--- config.mk ---
export PLATFORM = sky130hd
export DESIGN_NAME = countdown_timer_flat
export DESIGN_NICKNAME = d
export VERILOG_FILES = /design/src/rtl/counter_pkg.sv /design/src/rtl/countdown_timer_if.sv /design/src/rtl/countdown_timer.sv /design/src/flat_wrapper.sv
export SDC_FILE = /design/constraint.sdc
export NUM_CORES = 1
export LEC_CHECK = 0
export ABC_AREA = 1
export CORE_MARGIN = 5
export CORE_UTILIZATION = 41
export DETAILED_ROUTE_END_ITERATION = 16
export HOLD_SLACK_MARGIN = 0.15
export MAX_ROUTING_LAYER = met4
export PLACE_DENSITY = 0.85
export SLEW_MARGIN = 20
export SYNTH_ARGS = -nofsm -noshare
export SYNTH_HDL_FRONTEND = slang
export SYNTH_SLANG_ARGS = --single-unit
--- constraint.sdc ---
create_clock -name clk -period 1.3 [get_ports clk]
set_input_delay 0.26 -clock clk [delete_from_list [all_inputs] [get_ports clk]]
set_output_delay 0.26 -clock clk [all_outputs]
set_load 0.01 [all_outputs]
--- src/rtl/counter_pkg.sv ---
// Shared types and constants for the countdown timer: state encoding and default width.
package counter_pkg;

  localparam int DEFAULT_WIDTH = 8;

  typedef enum logic [1:0] {
    IDLE = 2'd0,
    RUN  = 2'd1,
    DONE = 2'd2
  } state_t;

endpackage

--- src/rtl/countdown_timer_if.sv ---
// Control/status bundle between the countdown timer and its controller.
interface countdown_timer_if
  import counter_pkg::*;
#(
  parameter int WIDTH = DEFAULT_WIDTH
);

  logic             i_load;
  logic [WIDTH-1:0] i_load_value;
  logic             i_enable;
  logic [WIDTH-1:0] o_count;
  logic             o_busy;
  logic             o_done;

  modport master (
    output i_load,
    output i_load_value,
    output i_enable,
    input  o_count,
    input  o_busy,
    input  o_done
  );

  modport slave (
    input  i_load,
    input  i_load_value,
    input  i_enable,
    output o_count,
    output o_busy,
    output o_done
  );

endinterface

--- src/rtl/countdown_timer.sv ---
// Loadable down-counter with a one-cycle done pulse on reaching zero.
// Define COUNTDOWN_AUTO_RELOAD_EN to reload the last loaded value instead of stopping.
module countdown_timer
  import counter_pkg::*;
#(
  parameter int WIDTH = DEFAULT_WIDTH
) (
  input logic              clk,
  input logic              resetn,
  countdown_timer_if.slave bus
);

  state_t           state_q, state_d;
  logic [WIDTH-1:0] count_q, count_d;
  logic [WIDTH-1:0] reload_q, reload_d;
  logic             done_q, done_d;

  always_ff @(posedge clk or negedge resetn) begin
    if (!resetn) begin
      state_q  <= IDLE;
      count_q  <= '0;
      reload_q <= '0;
      done_q   <= 1'b0;
    end else begin
      state_q  <= state_d;
      count_q  <= count_d;
      reload_q <= reload_d;
      done_q   <= done_d;
    end
  end

  // A load wins over everything else; a zero load finishes immediately.
  always_comb begin
    state_d  = state_q;
    count_d  = count_q;
    reload_d = reload_q;
    done_d   = 1'b0;

    if (bus.i_load) begin
      count_d  = bus.i_load_value;
      reload_d = bus.i_load_value;
      if (bus.i_load_value != '0) begin
        state_d = RUN;
      end else begin
        state_d = DONE;
        done_d  = 1'b1;
      end
    end else begin
      case (state_q)
        RUN: begin
          if (bus.i_enable) begin
            if (count_q > WIDTH'(1)) begin
              count_d = count_q - WIDTH'(1);
            end else begin
              done_d = 1'b1;
`ifdef COUNTDOWN_AUTO_RELOAD_EN
              count_d = reload_q;
`else
              count_d = '0;
              state_d = DONE;
`endif
            end
          end
        end
        DONE: begin
          state_d = IDLE;
        end
        default: begin
          state_d = IDLE;
        end
      endcase
    end
  end

  assign bus.o_count = count_q;
  assign bus.o_busy  = (state_q == RUN);
  assign bus.o_done  = done_q;

endmodule

--- src/flat_wrapper.sv ---
// flat-port wrapper written by rule: the top's interface ports become plain ports
module countdown_timer_flat import counter_pkg::*;
#(
  parameter int WIDTH = DEFAULT_WIDTH
)
  (clk, resetn, bus_i_load, bus_i_load_value, bus_i_enable, bus_o_count, bus_o_busy, bus_o_done);
  countdown_timer_if #(.WIDTH(WIDTH)) bus_i ();
  input logic clk;
  input logic resetn;
  input wire logic [$bits(bus_i.i_load)-1:0] bus_i_load;
  input wire logic [$bits(bus_i.i_load_value)-1:0] bus_i_load_value;
  input wire logic [$bits(bus_i.i_enable)-1:0] bus_i_enable;
  output wire logic [$bits(bus_i.o_count)-1:0] bus_o_count;
  output wire logic [$bits(bus_i.o_busy)-1:0] bus_o_busy;
  output wire logic [$bits(bus_i.o_done)-1:0] bus_o_done;
  assign bus_i.i_load = bus_i_load;
  assign bus_i.i_load_value = bus_i_load_value;
  assign bus_i.i_enable = bus_i_enable;
  assign bus_o_count = bus_i.o_count;
  assign bus_o_busy = bus_i.o_busy;
  assign bus_o_done = bus_i.o_done;
  countdown_timer #(.WIDTH(WIDTH)) u_core (.clk(clk), .resetn(resetn), .bus(bus_i));
endmodule
==> results of run 1 <==
[state kept, by name, indices dropped and copies added, names as in the netlist]
signal and flops:
u_core.bus.o_count 8, u_core.state_q 2, u_core.bus.o_done 1
[worst max-delay path: cells and delay by family (launching register included)]
family / cells / cell delay [ns]
flip-flops: 1 / 0.39
AND/OR/NAND/NOR: 5 / 0.42
buffers and inverters: 2 / 0.14
adder cells (fa/ha/maj): 1 / 0.17
AO/OA/AOI/OAI: 1 / 0.13
[Yosys cell counts, drive strengths merged]
master   n
o22ai    4
o21ai    9
nand2   29
ha       2
buf      1
nand3    9
xor2     2
and3     2
dfrtp   11
nor2    13
nand4    3
inv     25
[what timing repair did]
| item | CTS | global route |
|---|---|---|
| setup endpoints to repair | 20 | 13 |
| gates resized for setup | 18 | 16 |
| buffers inserted | 2 | 0 |
| pin swaps | 3 | 7 |
[power by group]
| group | internal, mW | switching [mW] | leakage (nW) |
|---|---|---|---|
| sequential | 0.385 | 0.0349 | 0.133 |
| clock | 0.119 | 0.121 | 0.0150 |
| combinational | 0.225 | 0.275 | 0.454 |
| total | 0.729 | 0.432 | 0.602 |
[metrics by stage]
step                instances  util, %
global placement          166     61.7
floorplan                 110        -
global route              172     66.8
CTS                       172     64.8
finish                    172     66.8
detailed placement        166     61.7
[per-layer routing]
layer	share of wire [%]	GRT usage, %
met5	0	-
met4	1.6	8.09
met3	5.2	3.42
met2	52	27.9
met1	41	22.0
[kinds of logic after synthesis]
group | after synthesis | share of synthesized area [%]
xor+xnor | 2 | 2.35
compound gates | 13 | 10.4
simple gates | 56 | 33.0
fa+ha+maj | 2 | 3.35
flops | 11 | 36.9
buf+inv | 26 | 14.1
[how the worst max path moves through the flow]
stage | startpoint | end | slack (ns) | cells past startpoint
final | u_core.bus.o_count[0]$_DFFE_PN0P_ | u_core.bus.o_count[3]$_DFFE_PN0P_ | -0.02 | 9
after global routing | u_core.bus.o_count[0]$_DFFE_PN0P_ | u_core.bus.o_count[3]$_DFFE_PN0P_ | -0.07 | 9
after CTS | u_core.state_q[1]$_DFFE_PN0P_ | bus_o_busy | 0.004 | 2
after detailed placement | bus_i_enable | u_core.bus.o_count[3]$_DFFE_PN0P_ | -0.11 | 6
after global placement | bus_i_enable | u_core.bus.o_count[3]$_DFFE_PN0P_ | -0.09 | 6
after floorplan | u_core.bus.o_count[0]$_DFFE_PN0P_ | u_core.bus.o_count[3]$_DFFE_PN0P_ | 0.006 | 9
[final cells by class]
cell class                 instances  area, sq um  share of cell area, %
multi-input combinational         73          435                   37.7
timing repair buffer              34          288                   24.9
sequential                        11          277                   24.0
inverter                          25         96.3                   8.35
tap                               25         31.3                   2.71
clock buffer                       4         26.3                   2.28
==> results_dict.tcl, run 1 <==
set metrics [dict create \
    slowest_stage "dfrtp_1" \
    clkLatencyLatePin_ns 0.28 \
    avgViaCountPerCell 4.84 \
    power.total_mw 1.16 \
    fin_nets 162 \
    ir_worst_vdd_uv 520 \
    grt_util_all_layers_pct 17.8 \
    cts_made_buffers 3 \
    max_freq_mhz 759 \
    root_buffer "clkbuf_4" \
    port_buffers 21 \
    n_fill_cell 154 \
    clk_pin_slew_ns 0.07 \
    final_hold_viol_count 0 \
    slowest_delay_ns 0.39 \
    setup_viol 1 \
    powerDensity_nw_per_um2 1010 \
    worst_slack_ns -0.0176 \
    setup_tns_ns -0.0176 \
    synth_area_per_cell_sq_um 6.79 \
    finish.instance_area_sq_um 1150 \
    cp_max_fo 4 \
    tightest_slew_ns 0.309 \
    fp.coreArea_sq_um 1730 \
    vias 832 \
    drtIter0Drc 49 \
    min_path_type "in2async" \
    timing.rr.end "u_core.bus.o_count[3]$_DFFE_PN0P_" \
    die_area_sq_um 2780 \
    drc 0 \
    cap_violations 0 \
    synth_nets 124 \
    ys_seq_elements 11 \
    drive_gt1_share_pct 27.9 \
    area_growth_syn_to_layout_pct 54.4 \
    critPathLaunchType "flop" \
    place_worst_setup_slack_ns -0.113 \
    gp_congestion 0.911 \
    crit_type "reg2reg" \
    clock_skew_ns 0.00389 \
    n_antenna_cell 0 \
    yosys.area.top_type_share_pct 36.9 \
    r2r-start "u_core.bus.o_count[0]$_DFFE_PN0P_" \
    slew-limit-headroom_pct 79.2 \
    cts_tree "built" \
    num_rows 15 \
    clock_path_buffers 2 \
    antenna_found_initial 0 \
    dpl.hpwl_microns 1660 \
    p_leak_nw 0.602 \
    seq_area_frac_synth_pct 36.9 \
    die_h_microns 52.7 \
    rsz0062_at_grt "true" \
    drtPass1Iterations 4 \
    drv_slew 0 \
    wirelength_microns 2180 \
    arrival_ns 1.52 \
    pin_count 22 \
    layout_commonest_cell "nand2_1" \
    worstPathCellList "inv_2 -> ha_4 -> inv_4 -> nand2_4 -> nand2_4 -> nor2_4 -> nor2_4 -> nand2_2 -> o21ai_2" \
    reg2reg_slack_ns -0.02 \
    htreeDepth 1 \
    status "finished, violations left" \
    wl_per_cell_microns 12.7 \
    die_w_microns 52.7 \
    first_global_vias 837 \
    grt_max_degree 13 \
    layout_common_cells "nand2_1, inv_1, buf_4, clkdlybuf4s50_1, dfrtp_1" \
    r2r_cells 9 \
    cts_hold_buf 0 \
    grt-ovfl-total 0 \
    critPathRequiredTime_ns 1.51 \
    hold_slack_ns 0.280 \
    violations "setup timing" \
    cp-end-kind "flop" \
    postRouteAntennaNets 0 \
    netlist_area_sq_um 747 \
    period_minus_slack_ns 1.32 \
    yosysWarnings 0 \
    synthCells 110 \
    place_area_sq_um 1060 \
    ys_types 17 \
    synth_top_area_cell "dfrtp_1" \
    clock_sinks 11 \
    initial_core_util_pct 43.3 \
    grt_pass1_wl_microns 3480 \
    synthTopCellsByArea "dfrtp_1, nand2_1, inv_1" \
    fin_crit_sh_pct 101 \
]
(Power assumes the default switching activity.)
==> run 2, diff against run 1 <==
--- a/config.mk
+++ b/config.mk
@@ -8,6 +8,7 @@
 export ABC_AREA = 1
 export CORE_MARGIN = 5
 export CORE_UTILIZATION = 41
+export CTS_CLUSTER_SIZE = 12
 export DETAILED_ROUTE_END_ITERATION = 16
 export HOLD_SLACK_MARGIN = 0.15
 export MAX_ROUTING_LAYER = met4
==> results of run 2 <==
Final layout, timing and power as in run 1 (identical DEF).
